==> config.mk <==
export PLATFORM = sky130hd
export DESIGN_NAME = mem_bus_arbiter
export DESIGN_NICKNAME = d
export VERILOG_FILES = /design/src/rtl/mem_bus_arbiter.sv
export SDC_FILE = /design/constraint.sdc
export NUM_CORES = 1
export LEC_CHECK = 0
export CAP_MARGIN = 40
export CORE_MARGIN = 4
export CORE_UTILIZATION = 37
export DETAILED_ROUTE_END_ITERATION = 10
export PLACE_DENSITY = 0.75
export RECOVER_POWER = 100
export SLEW_MARGIN = 20
export SYNTH_ARGS = -nofsm -noshare
export SYNTH_HDL_FRONTEND = slang
export SYNTH_SLANG_ARGS = --single-unit
==> constraint.sdc <==
create_clock -name clk -period 1.4 [get_ports clk]
set_clock_uncertainty 0.05 [all_clocks]
set_input_delay 0.21 -clock clk [delete_from_list [all_inputs] [get_ports clk]]
set_output_delay 0.21 -clock clk [all_outputs]
set_load 0.005 [all_outputs]
==> src/rtl/mem_bus_arbiter.sv <==
// Two-port memory bus arbiter with programmable wait states and ROM write protection.
// Define ARB_ROUND_ROBIN_EN for round-robin tie breaking; otherwise port 0 has fixed priority.
module mem_bus_arbiter #(
  parameter int unsigned WAIT_STATES = 1,
  parameter logic [15:0] ROM_LIMIT   = 16'h0100
) (
  input  logic        clk,
  input  logic        reset_n,
  input  logic        p0_req,
  input  logic        p0_we,
  input  logic [15:0] p0_addr,
  input  logic [7:0]  p0_wdata,
  output logic        p0_ack,
  output logic [7:0]  p0_rdata,
  output logic        p0_err,
  input  logic        p1_req,
  input  logic        p1_we,
  input  logic [15:0] p1_addr,
  input  logic [7:0]  p1_wdata,
  output logic        p1_ack,
  output logic [7:0]  p1_rdata,
  output logic        p1_err,
  output logic [15:0] mem_addr,
  output logic [7:0]  mem_wdata,
  input  logic [7:0]  mem_rdata,
  output logic        mem_read,
  output logic        mem_write,
  output logic        busy,
  output logic        owner
);

  typedef enum logic [1:0] {IDLE, ACCESS, DONE} state_t;

  localparam logic [2:0] WAIT_INIT = 3'(WAIT_STATES);

  state_t      state_q, state_d;
  logic        grant_q, grant_d;
  logic        we_q, we_d;
  logic [15:0] addr_q, addr_d;
  logic [7:0]  wdata_q, wdata_d;
  logic [2:0]  waitCnt_q, waitCnt_d;
  logic        errPend_q, errPend_d;
  logic [7:0]  rdata0_q, rdata0_d;
  logic [7:0]  rdata1_q, rdata1_d;
  logic        pick;

  // grant_q doubles as the last-grant pointer for round-robin tie breaking
`ifdef ARB_ROUND_ROBIN_EN
  assign pick = (p0_req && p1_req) ? ~grant_q : ~p0_req;
`else
  assign pick = ~p0_req;
`endif

  always_ff @(posedge clk) begin
    if (!reset_n) begin
      state_q   <= IDLE;
      grant_q   <= 1'b1;
      we_q      <= 1'b0;
      addr_q    <= '0;
      wdata_q   <= '0;
      waitCnt_q <= '0;
      errPend_q <= 1'b0;
      rdata0_q  <= '0;
      rdata1_q  <= '0;
    end else begin
      state_q   <= state_d;
      grant_q   <= grant_d;
      we_q      <= we_d;
      addr_q    <= addr_d;
      wdata_q   <= wdata_d;
      waitCnt_q <= waitCnt_d;
      errPend_q <= errPend_d;
      rdata0_q  <= rdata0_d;
      rdata1_q  <= rdata1_d;
    end
  end

  always_comb begin
    state_d   = state_q;
    grant_d   = grant_q;
    we_d      = we_q;
    addr_d    = addr_q;
    wdata_d   = wdata_q;
    waitCnt_d = waitCnt_q;
    errPend_d = errPend_q;
    rdata0_d  = rdata0_q;
    rdata1_d  = rdata1_q;
    case (state_q)
      IDLE: begin
        if (p0_req || p1_req) begin
          grant_d   = pick;
          we_d      = pick ? p1_we    : p0_we;
          addr_d    = pick ? p1_addr  : p0_addr;
          wdata_d   = pick ? p1_wdata : p0_wdata;
          waitCnt_d = WAIT_INIT;
          errPend_d = we_d && (addr_d < ROM_LIMIT);
          state_d   = ACCESS;
        end
      end
      ACCESS: begin
        if (waitCnt_q == 3'd0) begin
          state_d = DONE;
          if (!we_q) begin
            if (grant_q) rdata1_d = mem_rdata;
            else         rdata0_d = mem_rdata;
          end
        end else begin
          waitCnt_d = waitCnt_q - 3'd1;
        end
      end
      DONE:    state_d = IDLE;
      default: state_d = IDLE;
    endcase
  end

  // A rejected ROM write still runs its wait states, just without a strobe
  always_comb begin
    mem_addr  = addr_q;
    mem_wdata = wdata_q;
    mem_read  = (state_q == ACCESS) && !we_q;
    mem_write = (state_q == ACCESS) && we_q && !errPend_q;
    busy      = (state_q != IDLE);
    owner     = grant_q;
    p0_ack    = (state_q == DONE) && !grant_q;
    p1_ack    = (state_q == DONE) && grant_q;
    p0_err    = p0_ack && errPend_q;
    p1_err    = p1_ack && errPend_q;
    p0_rdata  = rdata0_q;
    p1_rdata  = rdata1_q;
  end

endmodule

==> results.yml, run 1 <==
critical_path:
  crit_required_ns: 1.14
  startpoint: "state_q[0]"
  timing.critical_path.depth: 3
  r2r_start: "state_q[0]"
  timing.critical_path.fanout_max: 3
  critPathLaunchType: "flip-flop"
  worstPathCellList: "or3b_4 -> inv_4 -> buf_6"
  cpMaxStageDelayCell: "or3b_4"
  timing.critical_path.to_type: "primary output"
  critical_path.max_stage_delay_ns: 0.42
  critical_path_arrival_ns: 1.21
  path_buf_inv: 2
  r2r.worst_path.cells: 7
  critPathTopFamily: "simple AND/OR/NAND/NOR gates"
  path_class: "flip-flop to primary output"
clocking:
  cts_inserted_buffers: 5
  number_of_h_tree_levels: 2
  worst_skew_pair.late_latency_ns: 0.30
  clk_pin_slew_worst_setup_hold_paths_ns: 0.09
  clock_tree.root_cell: "clkbuf_8"
  cts_tree: "yes"
  max-clock-path-buffers: 2
  clkSinkCount: 48
floorplanning:
  num_io_pins: 110
  die-width_um: 87.1
  floorplan.core_area_sq_um: 5990
  fp-row-count: 28
  initial_cell_density_of_the_core_pct: 38.6
  die_area_sq_um: 7590
  die_h_um: 87.1
timing:
  finalSetupViolations: 12
  final.period_utilization_pct: 105
  hold_violations: 0
  max_clock_freq_ghz: 0.680
  maxSlewViolCount: 0
  rsz_0062_raised_after_global_routing: "yes"
  min_setup_slack_post_route_ns: -0.0696
  holdWs_ns: 0.349
  slew_headroom_pct: 80.6
  final_period_minus_worst_setup_slack_ns: 1.47
  worst_pin_slew_ns: 0.288
yosys:
  synth_enable_flop_cells: 0
  ys_top_cells_by_area: "dfxtp_1, mux2i_1, a21oi_1, a211oi_1, nand4_1"
  netlist_top_cells_count: "dfxtp_1, a21oi_1, a211oi_1, mux2i_1, nand4_1"
  synth.yosys.seq_area_share_pct: 41.5
  yosysMostFrequentCell: "dfxtp_1"
  async_flop_share_pct: 0
  yosys.area.top_type: "dfxtp_1"
  synth_fp_nets: 307
  synth_top_area_share_pct: 41.5
  synth_cells: 243
  yosys_warnings: 0
  synth_area_sq_um: 2310
  post_synth.cell_area_avg_sq_um: 9.53
  synth_top_flop_cell: "dfxtp_1"
  netlist-cell-type-count: 40
  synth-seq-cells: 48
finish:
  nets: 447
  num-fill-cells: 478
  post_route_cells_drive_above_1_share_pct: 33.6
  areaGrowthSynthToFinish_pct: 77.5
  diodes: 0
  finalCoreUtilization_pct: 68.6
grt:
  antenna_found_initial: 0
  total_global_routing_overflow: 0
  first_global_vias: 2451
  grt_start_max_net_pins: 25
  first_pass_grt_wire_length_um: 11000
  track_usage_pct: 17.9
route:
  detail_route.wl_per_cell_um: 16.2
  antenna_left: 0
  route.final.wire_length_um: 7450
  drcViolationCount: 0
  vias: 2492
  firstDrtPassIters: 4
  drt_first_iter_violations: 113
  route.detailed.vias_per_inst: 5.43
placed_design:
  place_worst_setup_slack_ns: -0.396
  hpwlAfterDp_um: 5280
  portBuffers: 109
  final_replace_weighted_congestion: 0.778
outcome:
  outcome: "finished with violations"
  violations_in_the_final_reports: "negative setup slack"
power_and_ir_drop:
  total_leakage_power_uw: 0.00181
  power.density_cell_area_nw_per_um2: 959
  power_after_layout_uw: 3940
  max-vdd-ir-drop_mv: 0.548
run:
  drv.max_cap_violation_count: 0
min_path:
  timing.hold.worst_path_depth: 3
  hold_path.startpoint: "p1_addr[13]"
  hp-class: "primary input to flip-flop"
flip-flops by register name, indices dropped and copies added, names as in the netlist:
signal,cells
mem_addr,16
mem_wdata,8
errPend_q,1
waitCnt_q,3
p1_rdata,8
owner,1
state_q,2
p0_rdata,8
we_q,1
placed cells by master, fill, tap and decap left out, types with 8 or more instances in the layout:
cell type and n:
buf_6 12, mux2i_1 25, dlygate4sd2_1 39, buf_4 31, dfxtp_1 27, a211oi_1 17
a21oi_1 41, clkdlybuf4s50_1 54, o31ai_2 16, nand4_1 16, dfxtp_2 20, a211oi_2 8
kinds of logic (layout without fill, tap and decap cells):
logic type | after synthesis | count (layout) | synth area share, %
adders and majority gates | 2 | 2 | 1.08
DFF | 48 | 48 | 41.5
buffers and inverters | 32 | 173 | 6.97
and+or+nand+nor | 42 | 42 | 11.5
AOI/OAI and AO/OA | 94 | 94 | 28.1
muxes | 25 | 25 | 10.8
per-stage QoR:
step / setup TNS, ns / area (sq um) / cells
after floorplan: -0.0281 / 2320 / 243
after global placement: -5.14 / 3660 / 438
after detailed placement: -6.22 / 3660 / 438
after CTS: -0.160 / 3830 / 450
after global routing: -1.93 / 4110 / 459
final: -0.180 / 4110 / 459
path summary, 6_finish.rpt:
path | endpoint | slack (ns)
setup / recovery | mem_read | -0.07
hold / removal | mem_addr[13] | 0.35
setup reg to reg | mem_addr[12] | -0.02
hold reg to reg | p0_rdata[1] | 0.41
worst reg2reg max path, cell delays in order, from the launching register on:
cell and delay [ns]:
dfxtp_2 0.33, buf_6 0.12, buf_6 0.11, nor2_4 0.09, buf_6 0.16, clkbuf_16 0.15
a21oi_1 0.06, a211oi_1 0.25
area by class of cell:
class                   instances  area, sq um  share of cell area [%]
clock buffers                   8         90.1                    2.19
inverters                       7         31.3                   0.761
multi-input cells             163         1360                    33.0
flip-flops and latches         48          990                    24.1
well taps                      75         93.8                    2.28
repair buffers                158         1550                    37.7
repair_timing:
item                       in CTS  in global routing
hold buffers                    0                  0
pin swaps                      16                 26
buffers inserted                5                  5
setup endpoints to repair      66                 58
gates resized for setup       121                 38
gates cloned                    0                  4
report_power, final:
group / total (uW) / switching, uW / internal (uW)
sequential: 1590 / 82.2 / 1510
combinational: 1490 / 669 / 825
clock: 853 / 450 / 404
total: 3940 / 1200 / 2740
metal layers:
metal,GRT usage [%],vias up,wire length [um]
met1,19.9,1184,3000
met2,32.7,94,3790
li1,-,1207,-
met5,0,-,0
met4,3.35,0,64
met3,6.81,7,600
(Power assumes the default switching activity.)
==> run 2: changes to the inputs <==
--- a/config.mk
+++ b/config.mk
@@ -10,7 +10,7 @@
 export CORE_UTILIZATION = 37
 export DETAILED_ROUTE_END_ITERATION = 10
 export PLACE_DENSITY = 0.75
-export RECOVER_POWER = 100
+export RECOVER_POWER = 25
 export SLEW_MARGIN = 20
 export SYNTH_ARGS = -nofsm -noshare
 export SYNTH_HDL_FRONTEND = slang
==> results of run 2 <==
Final layout, timing and power as in run 1 (identical DEF).
